## config.mk

```make
export PLATFORM = sky130hd
export DESIGN_NAME = pipeline_dmem_bridge
export DESIGN_NICKNAME = d
export VERILOG_FILES = /design/src/rtl/pipeline_dmem_bridge_pkg.sv /design/src/rtl/pipeline_dmem_bridge_align.sv /design/src/rtl/pipeline_dmem_bridge.sv
export SDC_FILE = /design/constraint.sdc
export NUM_CORES = 1
export LEC_CHECK = 0
export ABC_AREA = 1
export BUFFER_PORTS_ARGS = -buffer_cell sky130_fd_sc_hd__buf_4
export CORE_ASPECT_RATIO = 0.75
export CORE_MARGIN = 3
export CORE_UTILIZATION = 49
export CTS_BUF_LIST = sky130_fd_sc_hd__clkbuf_16
export CTS_CLUSTER_DIAMETER = 50
export DETAILED_ROUTE_END_ITERATION = 10
export PLACE_DENSITY = 0.81
export SLEW_MARGIN = 5
export SYNTH_ARGS = -nofsm -noshare
export SYNTH_HDL_FRONTEND = slang
export SYNTH_SLANG_ARGS = --single-unit
```

## constraint.sdc

```tcl
create_clock -name clock -period 1.6 [get_ports clock]
set_input_delay 0.16 -clock clock [delete_from_list [all_inputs] [get_ports clock]]
set_output_delay 0.16 -clock clock [all_outputs]
set_load 0.05 [all_outputs]
```

## src/rtl/pipeline_dmem_bridge_pkg.sv

```systemverilog
`default_nettype none
// ============================================================================
// Module   : pipeline_dmem_bridge_pkg
// Purpose  : Shared FSM state encoding and load/store format codes.
// Revision : 1.0 - initial release
// ============================================================================
package pipeline_dmem_bridge_pkg;

  typedef enum logic [1:0] {
    ST_IDLE = 2'd0,
    ST_REQ  = 2'd1,
    ST_WAIT = 2'd2,
    ST_DONE = 2'd3
  } state_e;

  localparam logic [2:0] FMT_B  = 3'b000;
  localparam logic [2:0] FMT_H  = 3'b001;
  localparam logic [2:0] FMT_W  = 3'b010;
  localparam logic [2:0] FMT_BU = 3'b100;
  localparam logic [2:0] FMT_HU = 3'b101;

endpackage
`default_nettype wire

```

## src/rtl/pipeline_dmem_bridge_align.sv

```systemverilog
`default_nettype none
// ============================================================================
// Module   : load_store_align
// Purpose  : Byte-lane steering for stores, lane extraction and extension for loads.
// Revision : 1.0 - initial release
// ============================================================================
module load_store_align
  import pipeline_dmem_bridge_pkg::*;
(
  input  logic [2:0]  fmt_i,
  input  logic [1:0]  addr_lo_i,
  input  logic [31:0] store_data_i,
  input  logic [31:0] load_word_i,
  output logic [3:0]  byte_en_o,
  output logic [31:0] store_lanes_o,
  output logic [31:0] load_data_o
);

  logic [7:0]  w_byte_sel;
  logic [15:0] w_half_sel;

  assign w_byte_sel = load_word_i[{addr_lo_i, 3'b000} +: 8];
  assign w_half_sel = load_word_i[{addr_lo_i[1], 4'b0000} +: 16];

  always_comb begin
    byte_en_o     = 4'b1111;
    store_lanes_o = store_data_i;
    load_data_o   = load_word_i;
    case (fmt_i)
      FMT_B, FMT_BU: begin
        byte_en_o     = 4'b0001 << addr_lo_i;
        store_lanes_o = {4{store_data_i[7:0]}};
        load_data_o   = {{24{(fmt_i == FMT_B) & w_byte_sel[7]}}, w_byte_sel};
      end
      FMT_H, FMT_HU: begin
        // Halfword lanes follow addr[1] only; addr[0] is silently dropped.
        byte_en_o     = 4'b0011 << {addr_lo_i[1], 1'b0};
        store_lanes_o = {2{store_data_i[15:0]}};
        load_data_o   = {{16{(fmt_i == FMT_H) & w_half_sel[15]}}, w_half_sel};
      end
      FMT_W: begin
        byte_en_o     = 4'b1111;
        store_lanes_o = store_data_i;
        load_data_o   = load_word_i;
      end
      default: begin
        byte_en_o     = 4'b1111;
        store_lanes_o = store_data_i;
        load_data_o   = load_word_i;
      end
    endcase
  end

endmodule
`default_nettype wire

```

## src/rtl/pipeline_dmem_bridge.sv

```systemverilog
`default_nettype none
// ============================================================================
// Module   : pipeline_dmem_bridge
// Purpose  : MEM-stage to valid/ready memory bus bridge with pipeline stall.
//            Optional one-entry store buffer: define DMEM_WRITE_BUFFER_EN.
// Revision : 1.0 - initial release
// ============================================================================
module pipeline_dmem_bridge
  import pipeline_dmem_bridge_pkg::*;
(
  input  logic        clock,
  input  logic        reset,
  input  logic        data_mem_read_enable,
  input  logic        data_mem_write_enable,
  input  logic [31:0] data_mem_address,
  input  logic [31:0] data_mem_write_data,
  input  logic [2:0]  data_mem_format,
  output logic [31:0] data_mem_read_data,
  output logic        want_stall,
  output logic        bus_req_valid,
  input  logic        bus_req_ready,
  output logic        bus_req_write,
  output logic [31:0] bus_req_address,
  output logic [31:0] bus_req_wdata,
  output logic [3:0]  bus_req_byte_enable,
  input  logic        bus_resp_valid,
  input  logic [31:0] bus_resp_rdata
);

  state_e      state_q, state_d;
  logic [31:0] addr_q, addr_d;
  logic [31:0] wdata_q, wdata_d;
  logic [2:0]  fmt_q, fmt_d;
  logic        write_q, write_d;
  logic [31:0] rdata_q, rdata_d;
  logic        w_access;
  logic [31:0] w_load_data;
`ifdef DMEM_WRITE_BUFFER_EN
  logic        buf_q, buf_d;
`endif

  load_store_align u_align (
    .fmt_i         (fmt_q),
    .addr_lo_i     (addr_q[1:0]),
    .store_data_i  (wdata_q),
    .load_word_i   (bus_resp_rdata),
    .byte_en_o     (bus_req_byte_enable),
    .store_lanes_o (bus_req_wdata),
    .load_data_o   (w_load_data)
  );

  assign w_access           = data_mem_read_enable | data_mem_write_enable;
  assign bus_req_valid      = (state_q == ST_REQ);
  assign bus_req_write      = write_q;
  assign bus_req_address    = {addr_q[31:2], 2'b00};
  assign data_mem_read_data = rdata_q;

  always_ff @(posedge clock) begin
    if (reset) begin
      state_q <= ST_IDLE;
      addr_q  <= '0;
      wdata_q <= '0;
      fmt_q   <= '0;
      write_q <= 1'b0;
      rdata_q <= '0;
    end else begin
      state_q <= state_d;
      addr_q  <= addr_d;
      wdata_q <= wdata_d;
      fmt_q   <= fmt_d;
      write_q <= write_d;
      rdata_q <= rdata_d;
    end
  end

`ifdef DMEM_WRITE_BUFFER_EN
  always_ff @(posedge clock) begin
    if (reset) begin
      buf_q <= 1'b0;
    end else begin
      buf_q <= buf_d;
    end
  end
`endif

  always_comb begin
    state_d    = state_q;
    addr_d     = addr_q;
    wdata_d    = wdata_q;
    fmt_d      = fmt_q;
    write_d    = write_q;
    rdata_d    = rdata_q;
    want_stall = 1'b0;
`ifdef DMEM_WRITE_BUFFER_EN
    buf_d      = buf_q;
`endif
    case (state_q)
      ST_IDLE: begin
        if (w_access) begin
          addr_d     = data_mem_address;
          wdata_d    = data_mem_write_data;
          fmt_d      = data_mem_format;
          write_d    = data_mem_write_enable;
          state_d    = ST_REQ;
          want_stall = 1'b1;
`ifdef DMEM_WRITE_BUFFER_EN
          if (data_mem_write_enable) begin
            buf_d      = 1'b1;
            want_stall = 1'b0;
          end
`endif
        end
      end
      ST_REQ: begin
        want_stall = 1'b1;
        if (bus_req_ready) state_d = ST_WAIT;
      end
      ST_WAIT: begin
        want_stall = 1'b1;
        if (bus_resp_valid) begin
          if (!write_q) rdata_d = w_load_data;
          state_d = ST_DONE;
        end
      end
      ST_DONE: begin
        state_d = ST_IDLE;
      end
      default: begin
        state_d = ST_IDLE;
      end
    endcase
`ifdef DMEM_WRITE_BUFFER_EN
    // A buffered store drains in the background; only a new access has to wait for its ack.
    if (buf_q) begin
      want_stall = w_access;
      if ((state_q == ST_WAIT) && bus_resp_valid) begin
        buf_d   = 1'b0;
        state_d = ST_IDLE;
      end
    end
`endif
  end

endmodule
`default_nettype wire

```

# Yosys cells after proc, flatten, opt, wreduce, memory -nomap -nowiden
# Cells that the tools add are included.
# totals
regBits	102
in_bits	105
out_inout_bits	103
word_cells	40
# classes
eq_ne	9
shift	4
mux	9
n_bitwise	4
reduce_logical	8
# op_table
operator	n
$pmux W32 S2	2
$shiftx A32 B6 Y16	1
$shiftx A32 B6 Y8	1
$pmux W2 S4	1
$pmux W4 S2	1
$eq A3 B3 Y1 const B	2
$mux W2	3
$reduce_and A3 Y1	2
$reduce_or A2 Y1	3
$eq A2 B2 Y1 const B	2
$ne A2 B2 Y1 const B	2
$shl A1 B2 Y4 const A	1
$shl A2 B2 Y4 const A	1
$eq A3 B1 Y1 const B	1
$logic_not A3 Y1	1
$and A1 B1 Y1	2
$eq A2 B1 Y1 const B	1
$logic_not A2 Y1	1
$ne A2 B1 Y1 const B	1
$pmux W1 S2	1
$reduce_and A2 Y1	1
$mux W1	1
$not A1 Y1	1
$or A1 B1 Y1	1

# Depth between registers and ports, before layout
# logic_depth
ltp_word	3
ltp_mapped	9
mapped_depth_nobuf	8

# By module
# A second synthesis with hierarchy kept.
# hier_totals
cells_unflattened	733
area_unflattened_um2	5057.4
# modules_own_cells
mod	n_inst	cells_per_inst	area_each_um2	seq_area_each_um2
pipeline_dmem_bridge	1	501	3896.2	2042.0
load_store_align	1	232	1161.1	0.0

# Worst setup path after synthesis
# No wires, ideal clock.
# synth_path
path_type	reg2out
startpoint	register fmt_q[1]
endpoint	output bus_req_wdata[10]
arrival_ns	1.936
required_time_ns	1.440
path_slack_ns	-0.496
path_stages_with_launch	7
path_buffers	2
cell_sequence	dfxtp_1 -> buf_6 -> inv_8 -> nand2_8 -> inv_1 -> buf_2 -> o21ai_0
# synth_via
elab_chain_len	3
word_cells_on_any_way	7
cone_classes	3 x eq/ne; 1 x mux; 3 x reduce/logical
# synth_lines
item	line_no	text
from (decl)	pipeline_dmem_bridge.sv:33	logic [2:0] fmt_q, fmt_d;
from (signal assigned)	pipeline_dmem_bridge.sv:70	fmt_q <= fmt_d;
$eq A3 B3 Y1 (tied with other cells)	pipeline_dmem_bridge_align.sv:29	case (fmt_i)
$reduce_or A2 Y1	pipeline_dmem_bridge_align.sv:29	
$pmux W32 S2 (*)	pipeline_dmem_bridge_align.sv:29	
to (decl)	pipeline_dmem_bridge.sv:24	output logic [31:0] bus_req_wdata,
# Every way passes the cells marked *; elsewhere a longest branch is shown, timed or not.

# Worst setup path after layout
# layout_path
startpoint	register fmt_q[1]
endpoint	output bus_req_wdata[24]
# The elaborated chain is that of the path after synthesis.

==> metrics.txt <==
WP buf/inv 4; Yosys Warn Count 0; clock root buffer clkbuf_16; Port Buffers roughly 210; synthesized flop and latch total approximately 100; vias in the first global route between 4,000 and 5,000; crit-path max FO 8; most frequent cells in the layout buf_4 (201), nor2_1 (163), nand2_1 (98), dfxtp_1 (96), o21ai_0 (93); XOR/XNOR Fraction of Synth Area 0%; Compound-Gate Fraction of Synth Area around 17%; Post-Synthesis Cells roughly 730; ANT cells 0; worst path cell trace inv_8 > nand2_8 > inv_8 > buf_12 > nand2_4 > o211ai_1 > buf_4; Die Ht between 90 and 100 um; final worst setup slack -0.0376 ns; Synth area leader dfxtp_1; # clock sinks between 100 and 150; most used cell, CP inv_8; hold path depth 3; worst vdd ir about 1.2 mV; CP max-delay cell dfxtp_4; Final Hold Viols 0; initial antenna violation count 0; gpl congestion approximately 0.94; final setup fails 8; RSZ-0062 raised after global routing true; Die W 124 um; Initial Utilization a little over 50%; clk slew on worst S/H paths roughly 0.060 ns; CP required roughly 1.4 ns; I/O pin cnt around 210; Period Utilization, post-route 102%; initial drt markers around 420; Post-Syn Area roughly 0.0051 mm^2; maximum clock path buffer count 2; largest net degree at the start of global routing 69; max cap viols 0; Layout area overhead 39.1%; Post-route DRC 0; area of the multi-input gates 0.00241 mm^2; GRT overflow 0; Synth Area in Adders under 10%; clock skew ~0.0052 ns; drt pass-1 iters 5; H-tree levels 3; fillers about 750; register-to-register setup slack around 0.010 ns; Worst R2R End data_mem_read_data[8]; CP endpoint kind output pin; vias per inst approximately 5.2; Hold Startpoint data_mem_address[5]; drt total wl approximately 16 mm; routed length per instance roughly 16 um; arrival time worst endpoint ~1.5 ns; global-route wire length before repair 23.8 mm; PwrDens 2270 mW/mm^2; die area roughly 0.012 mm^2; Fmax 0.611 GHz; share of layout cells above drive strength 1 a little over a third; Yosys top cell area share 40.0%; simple-gate share of the synthesized area a little over a quarter; Hold Buf Count CTS 0; leak pwr 3.49 nW; critical path class flip-flop to output pin; Area contributors post-synth dfxtp_1 (40%), nor2_1 (12%), o21ai_0 (10%), nand2_1 (7.8%), buf_4 (6.3%); most common cell after layout, fill and taps aside buf_4; Avg Synthesized Cell Area 7.03 um^2; Clock Latency Late Sink roughly 0.34 ns; core box area about 0.0099 mm^2; post-layout util 71.9%; via count approximately 5,300; pre-CTS WS 0.0211 ns; nets@finish about 1,000; CTS tree yes; CTS buffer count 9; r2r worst-path depth 9; # rows 31; post-synth cell types 34; ANT nets after route 0; CP startpoint kind flip-flop; final slew viol count 0; outcome finished with violations; Tmin final approximately 1.6 ns; register area share after synthesis ~40%; Crit path largest cell delay 0.37 ns; register area between 0.002 and 0.0025 mm^2; worst hold endpoint addr_q[5]; worst setup path startpoint fmt_q[1]; type of the tightest min-delay check input port to flip-flop; RR Startpoint state_q[0]; kind of cell adding the most delay to the critical path buffers and inverters; failing checks negative setup slack; GRT Util Overall about a quarter; largest family of logic cells by synthesized area simple AND/OR/NAND/NOR gates; HPWL Detailed roughly 11 mm; mux contribution to synthesized area 0%
cell usage after synthesis:
library cell and count:
a21oi_1 24, a21oi_2 1, a31oi_1 1, and3_1 1, buf_1 1, buf_12 1, buf_2 20, buf_4 43
buf_6 4, clkbuf_1 15, conb_1 1, dfxtp_1 102, ha_1 5, inv_1 53, inv_2 3, inv_4 1
inv_8 1, nand2_1 106, nand2_2 4, nand2_4 2, nand2_8 2, nand3_1 16, nand3_2 2, nand4_1 8
nor2_1 165, nor2_2 1, nor2_4 2, nor2_8 1, o211ai_1 8, o21ai_0 104, o21ai_1 5, o21ai_2 10
o22ai_1 7, or2_2 7
state kept, by name, summed over array words and instances (netlist names):
name,count
data_mem_read_data,32
wdata_q,32
fmt_q,3
bus_req_write,1
addr_q,32
state_q,2
per-layer routing:
layer / vias up / wire length, um / GRT usage (%)
li1: 2589 / - / -
met4: 0 / 376 / 7.47
met2: 268 / 7790 / 44.1
met5: - / 0 / 0
met1: 2423 / 6420 / 31.4
met3: 38 / 1490 / 7.78
worst max path at each step:
stage,endpoint,depth (start not counted),slack (ns)
floorplan,bus_req_wdata[10],6,-0.13
global placement,data_mem_read_data[25],8,0.13
detailed placement,data_mem_read_data[27],8,0.02
CTS,bus_req_byte_enable[0],4,-0.04
global route,bus_req_wdata[25],7,-0.08
finish,bus_req_wdata[24],7,-0.04
tightest hold or removal path, delay by kind of cell:
family / cells / cell delay, ns
AND/OR/NAND/NOR: 1 / 0.07
buffers and inverters: 1 / 0.07
AO/OA/AOI/OAI: 1 / 0.07
area by class of cell:
| type | instances | share of cell area [%] |
|---|---|---|
| Multi-Input combinational cell | 484 | 34.0 |
| Clock buffer | 9 | 3.17 |
| Inverter | 58 | 3.38 |
| Timing Repair inverter | 1 | 0.0880 |
| Tap cell | 132 | 2.32 |
| Timing Repair Buffer | 231 | 27.8 |
| Clock inverter | 6 | 0.440 |
| Sequential cell | 102 | 28.9 |
where the power goes:
part	switching, mW	leakage [nW]	internal [mW]
Sequential	0.601	0.843	3.39
Combinational	6.89	2.52	3.31
Clock	0.895	0.124	1.03
metrics by stage:
stage / area [um^2] / setup TNS [ns] / std cells / total power, mW / hold WS [ns]
3_5_place_dp: 6460 / 0 / 993 / 13.2 / 0.406
2_1_floorplan: 5150 / -0.668 / 728 / 11.1 / 0.309
4_1_cts: 6950 / -0.118 / 1018 / 15.8 / 0.0603
5_1_grt: 7110 / -0.964 / 1023 / 17.0 / 0.0569
6_report: 7110 / -0.126 / 1023 / 16.1 / 0.0717
3_3_place_gp: 6460 / 0 / 993 / 13.0 / 0.397
what timing repair did:
item,in CTS,in global routing
gates cloned,3,3
endpoints found under the setup margin,20,33
gates resized for setup,38,21
buffers inserted,7,2
pin swaps,9,8
cells by family after synthesis:
family,after synthesis
AND/OR/NAND/NOR,317
AO/OA/AOI/OAI,160
buffers and inverters,142
flip-flops,102
adder cells (fa/ha/maj),5
other,1
No activity file was read; power rests on OpenSTA's default activity.
